### src/rtl/baud_detect.sv
// Auto-baud detector: times eight bit periods of a 0x55 sync character on rxd
// and converts the measurement into a baud generator divider value.
module baud_detect #(
  parameter int unsigned CW = 16,
  parameter int unsigned TW = CW + 8
) (
  input  logic          sys_clk,
  input  logic          sys_rst,
  input  logic          rxd,
  input  logic          arm,
  output logic          busy,
  output logic [CW-1:0] clk_div,
  output logic          div_valid,
  output logic          err
);

  localparam int unsigned QW = TW + 1;
  localparam int unsigned EW = 2;
  localparam logic [TW-1:0] CNT_MAX = '1;

  typedef enum logic [2:0] {
    IDLE,
    WAIT_HIGH,
    WAIT_EDGE,
    MEASURE,
    CALC
  } state_e;

  state_e        state_q, state_d;
  logic          sync1_q, sync2_q, prev_q;
  logic [TW-1:0] cnt_q, cnt_d;
  logic [EW-1:0] edges_q, edges_d;
  logic          busy_q, busy_d;
  logic [CW-1:0] clk_div_q, clk_div_d;
  logic          div_valid_q, div_valid_d;
  logic          err_q, err_d;

  logic          fall;
  logic [TW-1:0] cnt_inc;
  logic [QW-1:0] sum, quot, quot_m1;
  logic          ovf;

  assign fall    = prev_q & ~sync2_q;
  assign cnt_inc = cnt_q + TW'(1);

  // Rounded count/256 for the count that will be latched on the closing edge.
  always_comb begin
    sum     = QW'(cnt_inc) + QW'(128);
    quot    = sum >> 8;
    quot_m1 = quot - QW'(1);
    ovf     = 64'(quot_m1) > ((64'd1 << CW) - 64'd1);
  end

  always_ff @(posedge sys_clk or posedge sys_rst) begin
    if (sys_rst) begin
      sync1_q     <= 1'b1;
      sync2_q     <= 1'b1;
      prev_q      <= 1'b1;
      state_q     <= IDLE;
      cnt_q       <= '0;
      edges_q     <= '0;
      busy_q      <= 1'b0;
      clk_div_q   <= '0;
      div_valid_q <= 1'b0;
      err_q       <= 1'b0;
    end else begin
      sync1_q     <= rxd;
      sync2_q     <= sync1_q;
      prev_q      <= sync2_q;
      state_q     <= state_d;
      cnt_q       <= cnt_d;
      edges_q     <= edges_d;
      busy_q      <= busy_d;
      clk_div_q   <= clk_div_d;
      div_valid_q <= div_valid_d;
      err_q       <= err_d;
    end
  end

  // Results are registered on the closing edge so the pulse lands in the CALC cycle.
  always_comb begin
    state_d     = state_q;
    cnt_d       = cnt_q;
    edges_d     = edges_q;
    busy_d      = busy_q;
    clk_div_d   = clk_div_q;
    div_valid_d = 1'b0;
    err_d       = 1'b0;
    case (state_q)
      IDLE: begin
        if (arm) begin
          state_d = WAIT_HIGH;
          busy_d  = 1'b1;
        end
      end
      WAIT_HIGH: begin
        if (sync2_q) state_d = WAIT_EDGE;
      end
      WAIT_EDGE: begin
        if (fall) begin
          cnt_d   = '0;
          edges_d = '0;
          state_d = MEASURE;
        end
      end
      MEASURE: begin
        cnt_d = cnt_inc;
        if (cnt_q == CNT_MAX) begin
          err_d   = 1'b1;
          busy_d  = 1'b0;
          state_d = IDLE;
        end else if (fall && edges_q == EW'(3)) begin
          busy_d  = 1'b0;
          state_d = CALC;
          if (quot == '0 || ovf) begin
            err_d = 1'b1;
          end else begin
            div_valid_d = 1'b1;
            clk_div_d   = CW'(quot_m1);
          end
        end else if (fall) begin
          edges_d = edges_q + EW'(1);
        end
      end
      CALC: begin
        state_d = IDLE;
      end
      default: begin
        state_d = IDLE;
      end
    endcase
  end

  assign busy      = busy_q;
  assign clk_div   = clk_div_q;
  assign div_valid = div_valid_q;
  assign err       = err_q;

endmodule

### config.mk
export PLATFORM = sky130hd
export DESIGN_NAME = baud_detect
export DESIGN_NICKNAME = d
export VERILOG_FILES = /design/src/rtl/baud_detect.sv
export SDC_FILE = /design/constraint.sdc
export NUM_CORES = 1
export LEC_CHECK = 0
export ABC_CLOCK_PERIOD_IN_PS = 4900
export CORE_MARGIN = 3
export CORE_UTILIZATION = 51
export CTS_BUF_LIST = sky130_fd_sc_hd__clkbuf_2 sky130_fd_sc_hd__clkbuf_4 sky130_fd_sc_hd__clkbuf_8
export DETAILED_ROUTE_END_ITERATION = 7
export GPL_TIMING_DRIVEN = 0
export PLACE_DENSITY_LB_ADDON = 0.1
export SETUP_SLACK_MARGIN = 0.15
export SKIP_LAST_GASP = 1
export SLEW_MARGIN = 20
export SYNTH_ARGS = -nofsm -noshare
export SYNTH_HDL_FRONTEND = slang
export SYNTH_SLANG_ARGS = --single-unit
### constraint.sdc
create_clock -name sys_clk -period 4.9 [get_ports sys_clk]
set_input_delay 0.735 -clock sys_clk [delete_from_list [all_inputs] [get_ports sys_clk]]
set_output_delay 0.735 -clock sys_clk [all_outputs]
set_load 0.01 [all_outputs]
=== Word level (Yosys, flattened, before mapping) ===
Cells that the tools add are included.

* Flip-flop bits (word level): 51
* Input port bits: 4
* Output and inout bits: 19
* Word-level logic and storage cells: 67

* Add/sub/neg operators: 4
* $lt $le $gt $ge: 1
* Equality and inequality tests: 12
* Mux-type cells: 25
* Bitwise logic cells: 4
* Reduce and logical (&&, ||, !) cells: 11

{| class="wikitable"
|+ Operators with widths
! operator !! number
|-
| $pmux 24 s2 || 1
|-
| $add 24x8->25 const B || 1
|-
| $gt 25x16->1 const B || 1
|-
| $logic_not 25->1 || 1
|-
| $add 24x1->24 const B || 1
|-
| $eq 24x24->1 const B || 1
|-
| $mux 24 || 1
|-
| $sub 17x1->18 const B || 1
|-
| $mux 3 || 5
|-
| $ne 2x2->1 const B || 6
|-
| $pmux 3 s4 || 1
|-
| $mux 1 || 11
|-
| $mux 2 || 4
|-
| $reduce_and 4->1 || 2
|-
| $eq 3x2->1 const B || 2
|-
| $reduce_and 5->1 || 1
|-
| $pmux 2 s2 || 1
|-
| $reduce_bool 2->1 || 2
|-
| $eq 3x1->1 const B || 1
|-
| $logic_not 3->1 || 1
|-
| $ne 3x3->1 const B || 1
|-
| $not 1->1 || 3
|-
| $reduce_and 3->1 || 1
|-
| $add 2x1->2 const B || 1
|-
| other kinds (6) || 6
|}

=== Depth between registers and ports, before layout ===
* Depth in word-level cells: 9
* Gate-level depth with buffers: 18
* Depth with buffers taken out: 16

=== Worst setup path after synthesis ===
Ideal clock, no wire load.

* Kind: reg-to-reg
* Start: reg cnt_q[3]
* End: reg clk_div_q[10] (netlist: clk_div[10])
* Setup time: 0.125 ns
* Arrival: 4.697 ns
* Data required time: 4.775 ns
* Setup slack: 0.077 ns
* Stages on the path, launching flop included: 19
* Buffers on the path: 3
* Period minus slack after synthesis: 4.823 ns
* Path through: dfrtp_1 nand4_4 buf_4 nor2_1 xnor2_1 ha_1 o21a_1 or2_2 ha_1 buf_1 inv_1 nor3_1 a31oi_1 nor3_1 mux2_1 or4_4 o211ai_4 buf_8 mux2_4

* Longest elaborated chain between the ends: 7
* Elaborated cells on any way between the ends: 10
* Classes of those cells: 3 x add/sub; 1 x order compare; 1 x eq/ne; 2 x bitwise; 3 x reduce/logical

{| class="wikitable"
|+ Ends and longest elaborated chain
! what !! line !! text
|-
| start: declaration || 31 || <nowiki>logic [TW-1:0] cnt_q, cnt_d;</nowiki>
|-
| start signal: assignment || 71 || <nowiki>cnt_q <= cnt_d;</nowiki>
|-
| $add 24x1->24 || 44 || <nowiki>assign cnt_inc = cnt_q + TW'(1);</nowiki>
|-
| $add 24x8->25 || 48 || <nowiki>sum = QW'(cnt_inc) + QW'(128);</nowiki>
|-
| $sub 17x1->18 || 50 || <nowiki>quot_m1 = quot - QW'(1);</nowiki>
|-
| $gt 25x16->1 || 51 || <nowiki>ovf = 64'(quot_m1) > ((64'd1 << CW) - 64'd1);</nowiki>
|-
| $logic_or 1x1->1 || 115 || <nowiki>if (quot == '0 || ovf) begin</nowiki>
|-
| $not 1->1 (no source line) || - ||
|-
| $reduce_and 4->1 (no source line) || - ||
|-
| end signal: assignment || 74 || <nowiki>clk_div_q <= clk_div_d;</nowiki>
|-
| end: declaration || 34 || <nowiki>logic [CW-1:0] clk_div_q, clk_div_d;</nowiki>
|}

Parallel ways exist; a longest one is shown, timed or not.
A chain may end at the register's enable or synchronous reset.

=== Worst setup path after layout ===
* Start: reg cnt_q[8]
* End: reg clk_div_q[3] (netlist: clk_div[3])

The elaborated chain is that of the path after synthesis.

==> flow_metrics.py <==
metrics = {
    "status": {
        "status": "finished, final reports clean",
    },
    "sta": {
        "min_period_ns": 4.630,
        "final-setup-viol-count": 0,
        "max_freq_mhz": 216.0,
        "hold_viol": 0,
        "max_slew_margin_pct": 47.89,
        "postLayoutSetupSlackWorst_ns": 0.2696,
        "finalClockSkew_ns": 0.007544,
        "hold_slack_ns": 0.3641,
        "tightest_slew_ns": 0.7761,
        "finalCritPeriodShare_pct": 94.50,
        "setup_tns_ns": 0,
        "drv_slew": 0,
        "rsz0062_at_grt": "no",
    },
    "setup_path": {
        "crit_path_cell_trace": "clkbuf_4, nand2_1, o31a_1, o21a_4, or4_1, o31a_1, a211oi_4, o22ai_4, nor3_4, mux2_1, or4_4, o211ai_4, buf_4, mux2_2",
        "path_buf_inv": 2,
        "critPathMaxStageDelay_ns": 0.55,
        "endpoint_kind": "flop",
        "startpoint_type": "flop",
        "cp_common_cell": "o31a_1",
        "worst-path-max-fanout": 10,
        "crit_required_ns": 5.11,
        "path_class": "reg2reg",
        "slowest_stage": "or4_4",
        "crit_family": "compound AO/OA/AOI/OAI gates",
        "cp.arrival_ns": 4.84,
    },
    "detailed_routing": {
        "drtIter0Drc": 390,
        "ant_nets": 0,
        "dr_total_vias": 3983,
        "avgViaCountPerCell": 6.156,
        "routed_wl_um": 11330,
        "wire_per_inst_um": 17.51,
        "post-route-drc-count": 0,
        "drtPass1Iterations": 5,
    },
    "floorplanning": {
        "ios": 23,
        "row_count": 32,
        "coreArea_sq_mm": 0.007848,
        "die_w_um": 96.56,
        "design.die.area_sq_mm": 0.009324,
        "start_util_pct": 53.30,
        "die_h_um": 96.56,
    },
    "cells_and_area": {
        "utilization_pct": 65.10,
        "area_delta_synth_final_pct": 22.14,
        "multiInputGateArea_sq_mm": 0.002933,
        "drive_gt1_share_pct": 22.02,
        "n_antenna_cell": 0,
        "seq_area_sq_mm": 0.001285,
        "nFillCells": 696,
        "final_nets": 553,
        "fin_cells": 647,
        "mostFrequentLayoutCells": "45 x nand2_1, 45 x o21ai_0, 44 x dfrtp_1",
        "fin_area_sq_mm": 0.005109,
    },
    "grt": {
        "grt_usage_pct": 25.24,
        "antenna_found_initial": 0,
        "grt_pass1_vias": 3743,
        "grt_max_degree": 29,
        "overflow": 0,
        "grt_pass1_wl_um": 18520,
    },
    "hold_path": {
        "hold_path_class": "reg2reg",
    },
    "clocking": {
        "cts_tree": "done",
        "clockBufferDepth": 2,
        "cts_hold_buffers": 0,
        "clkTransAtPathRegs_ns": 0.11,
        "cts_buffers": 5,
        "h-tree-depth": 2,
        "cts-root-buf": "clkbuf_8",
        "clock_latency_ns": 0.32,
        "clock_sinks": 51,
    },
    "placement": {
        "finalWeightedCongestion": 0.9471,
        "hpwl_um": 8148,
        "place_area_sq_mm": 0.004562,
        "post-place-ws_ns": -0.5737,
        "portBuffers": 22,
        "dpl.cell_count": 613,
    },
    "synthesis": {
        "avgSynthCellArea_sq_um": 8.571,
        "yosysWarnings": 0,
        "yosys_most_used_dff": "dfrtp_1",
        "synth_edf_count": 0,
        "synthArstFlopShare_pct": 100.0,
        "ys_seq_elements": 51,
        "syn_area_sq_mm": 0.004183,
        "synth.yosys.seq_area_share_pct": 30.60,
        "syn_inst": 488,
        "synthesis.nets": 497,
        "ys_types": 74,
    },
    "pwr": {
        "power.total_mw": 1.090,
        "p_leak_nw": 2.142,
        "power.density_mw_per_mm2": 213.5,
        "irDropWorstVdd_mv": 0.2905,
    },
    "flow_run": {
        "maxCapViolations": 0,
    },
}
==> sequential cells by signal, indices dropped and copies added, names as in the netlist <==
name / count
clk_div: 16
state_q: 3
sync2_q: 1
prev_q: 1
cnt_q: 24
busy: 1
div_valid: 1
err: 1
sync1_q: 1
edges_q: 2
==> logic make-up (layout without fill, tap and decap cells) <==
family | count (synthesis) | count (layout) | synth area share [%]
AND/OR/NAND/NOR | 203 | 203 | 26.98
flip-flops | 51 | 51 | 30.60
AO/OA/AOI/OAI | 121 | 121 | 20.67
multiplexers | 20 | 20 | 5.744
adder cells (fa/ha/maj) | 5 | 5 | 1.496
XOR/XNOR | 45 | 45 | 9.961
buffers and inverters | 43 | 100 | 4.547
==> metal layers <==
metal  vias up  part of all wire, %  global-route usage, %  routed length, um
li1       1906                    -                      -                  -
met4         0                  2.8                  9.696                318
met5         -                    0                      0                  0
met2       114                   49                  41.90               5541
met1      1933                   44                  33.41               5017
met3        30                  4.0                  3.253                451
==> path summary, 6_finish.rpt <==
kind | startpoint | endpoint | slack [ns] | depth (start not counted)
setup reg to reg | cnt_q[8] | clk_div[3] | 0.27 | 14
max in group asynchronous | sys_rst | prev_q | 3.54 | 3
hold / removal | sync1_q | sync2_q | 0.36 | 0
min in group asynchronous | sys_rst | err | 0.76 | 2
hold reg to reg | sync1_q | sync2_q | 0.36 | 0
setup / recovery | cnt_q[8] | clk_div[3] | 0.27 | 14
==> synth_stat cells (all sizes together) (2+ instances only) <==
library cell  number  share of area (%)
a211oi             4                1.0
a21oi             12                1.4
a22oi              2               0.69
a31oi              5               0.75
a32oi              3               0.63
and2               8                1.3
and3               9                1.3
and4               6                1.3
buf               10                1.6
clkbuf            19                1.7
dfrtp             48                 29
dfstp              3                1.9
ha                 5                1.5
inv               14                1.3
mux2              14                4.3
mux2i              6                1.4
nand2             46                4.1
nand2b             3               0.45
nand3             25                3.0
nand3b             5                1.2
nand4             11                2.4
nor2              35                3.1
nor2b              7                1.0
nor3              22                2.8
nor4              11                2.1
nor4b              3               0.63
o211a              2               0.48
o211ai             9                2.1
o21a               2               0.36
o21ai             47                5.6
o21bai             2               0.36
o22ai              5               0.90
o31a               5                1.0
o31ai              9                1.6
o32ai              2               0.42
or2                3               0.45
or3                3               0.57
or4                4               0.90
xnor2             34                7.1
xor2              11                2.8
==> report_power, final <==
group	switching [mW]	internal, mW	leakage [nW]
clock network	0.162	0.106	0.0491
logic	0.219	0.103	1.42
registers	0.0436	0.457	0.678
total	0.425	0.665	2.14
==> final cells by class <==
class	instances	area share, %
Clock inverter	3	0.5143
Buffer	29	3.037
Inverter	14	1.029
Tap cell	102	2.498
Clock buffer	5	1.347
Sequential cell	51	25.15
Multi-Input combinational cell	394	57.41
Timing Repair Buffer	49	9.013
==> repair_timing <==
| item | 4_1_cts | 5_1_grt |
|---|---|---|
| endpoints found under the setup margin | 18 | 18 |
| cloned | 0 | 0 |
| pin swaps | 6 | 12 |
| setup buffers | 17 | 9 |
| resized for setup | 19 | 38 |
No activity file was read; power rests on OpenSTA's default activity.
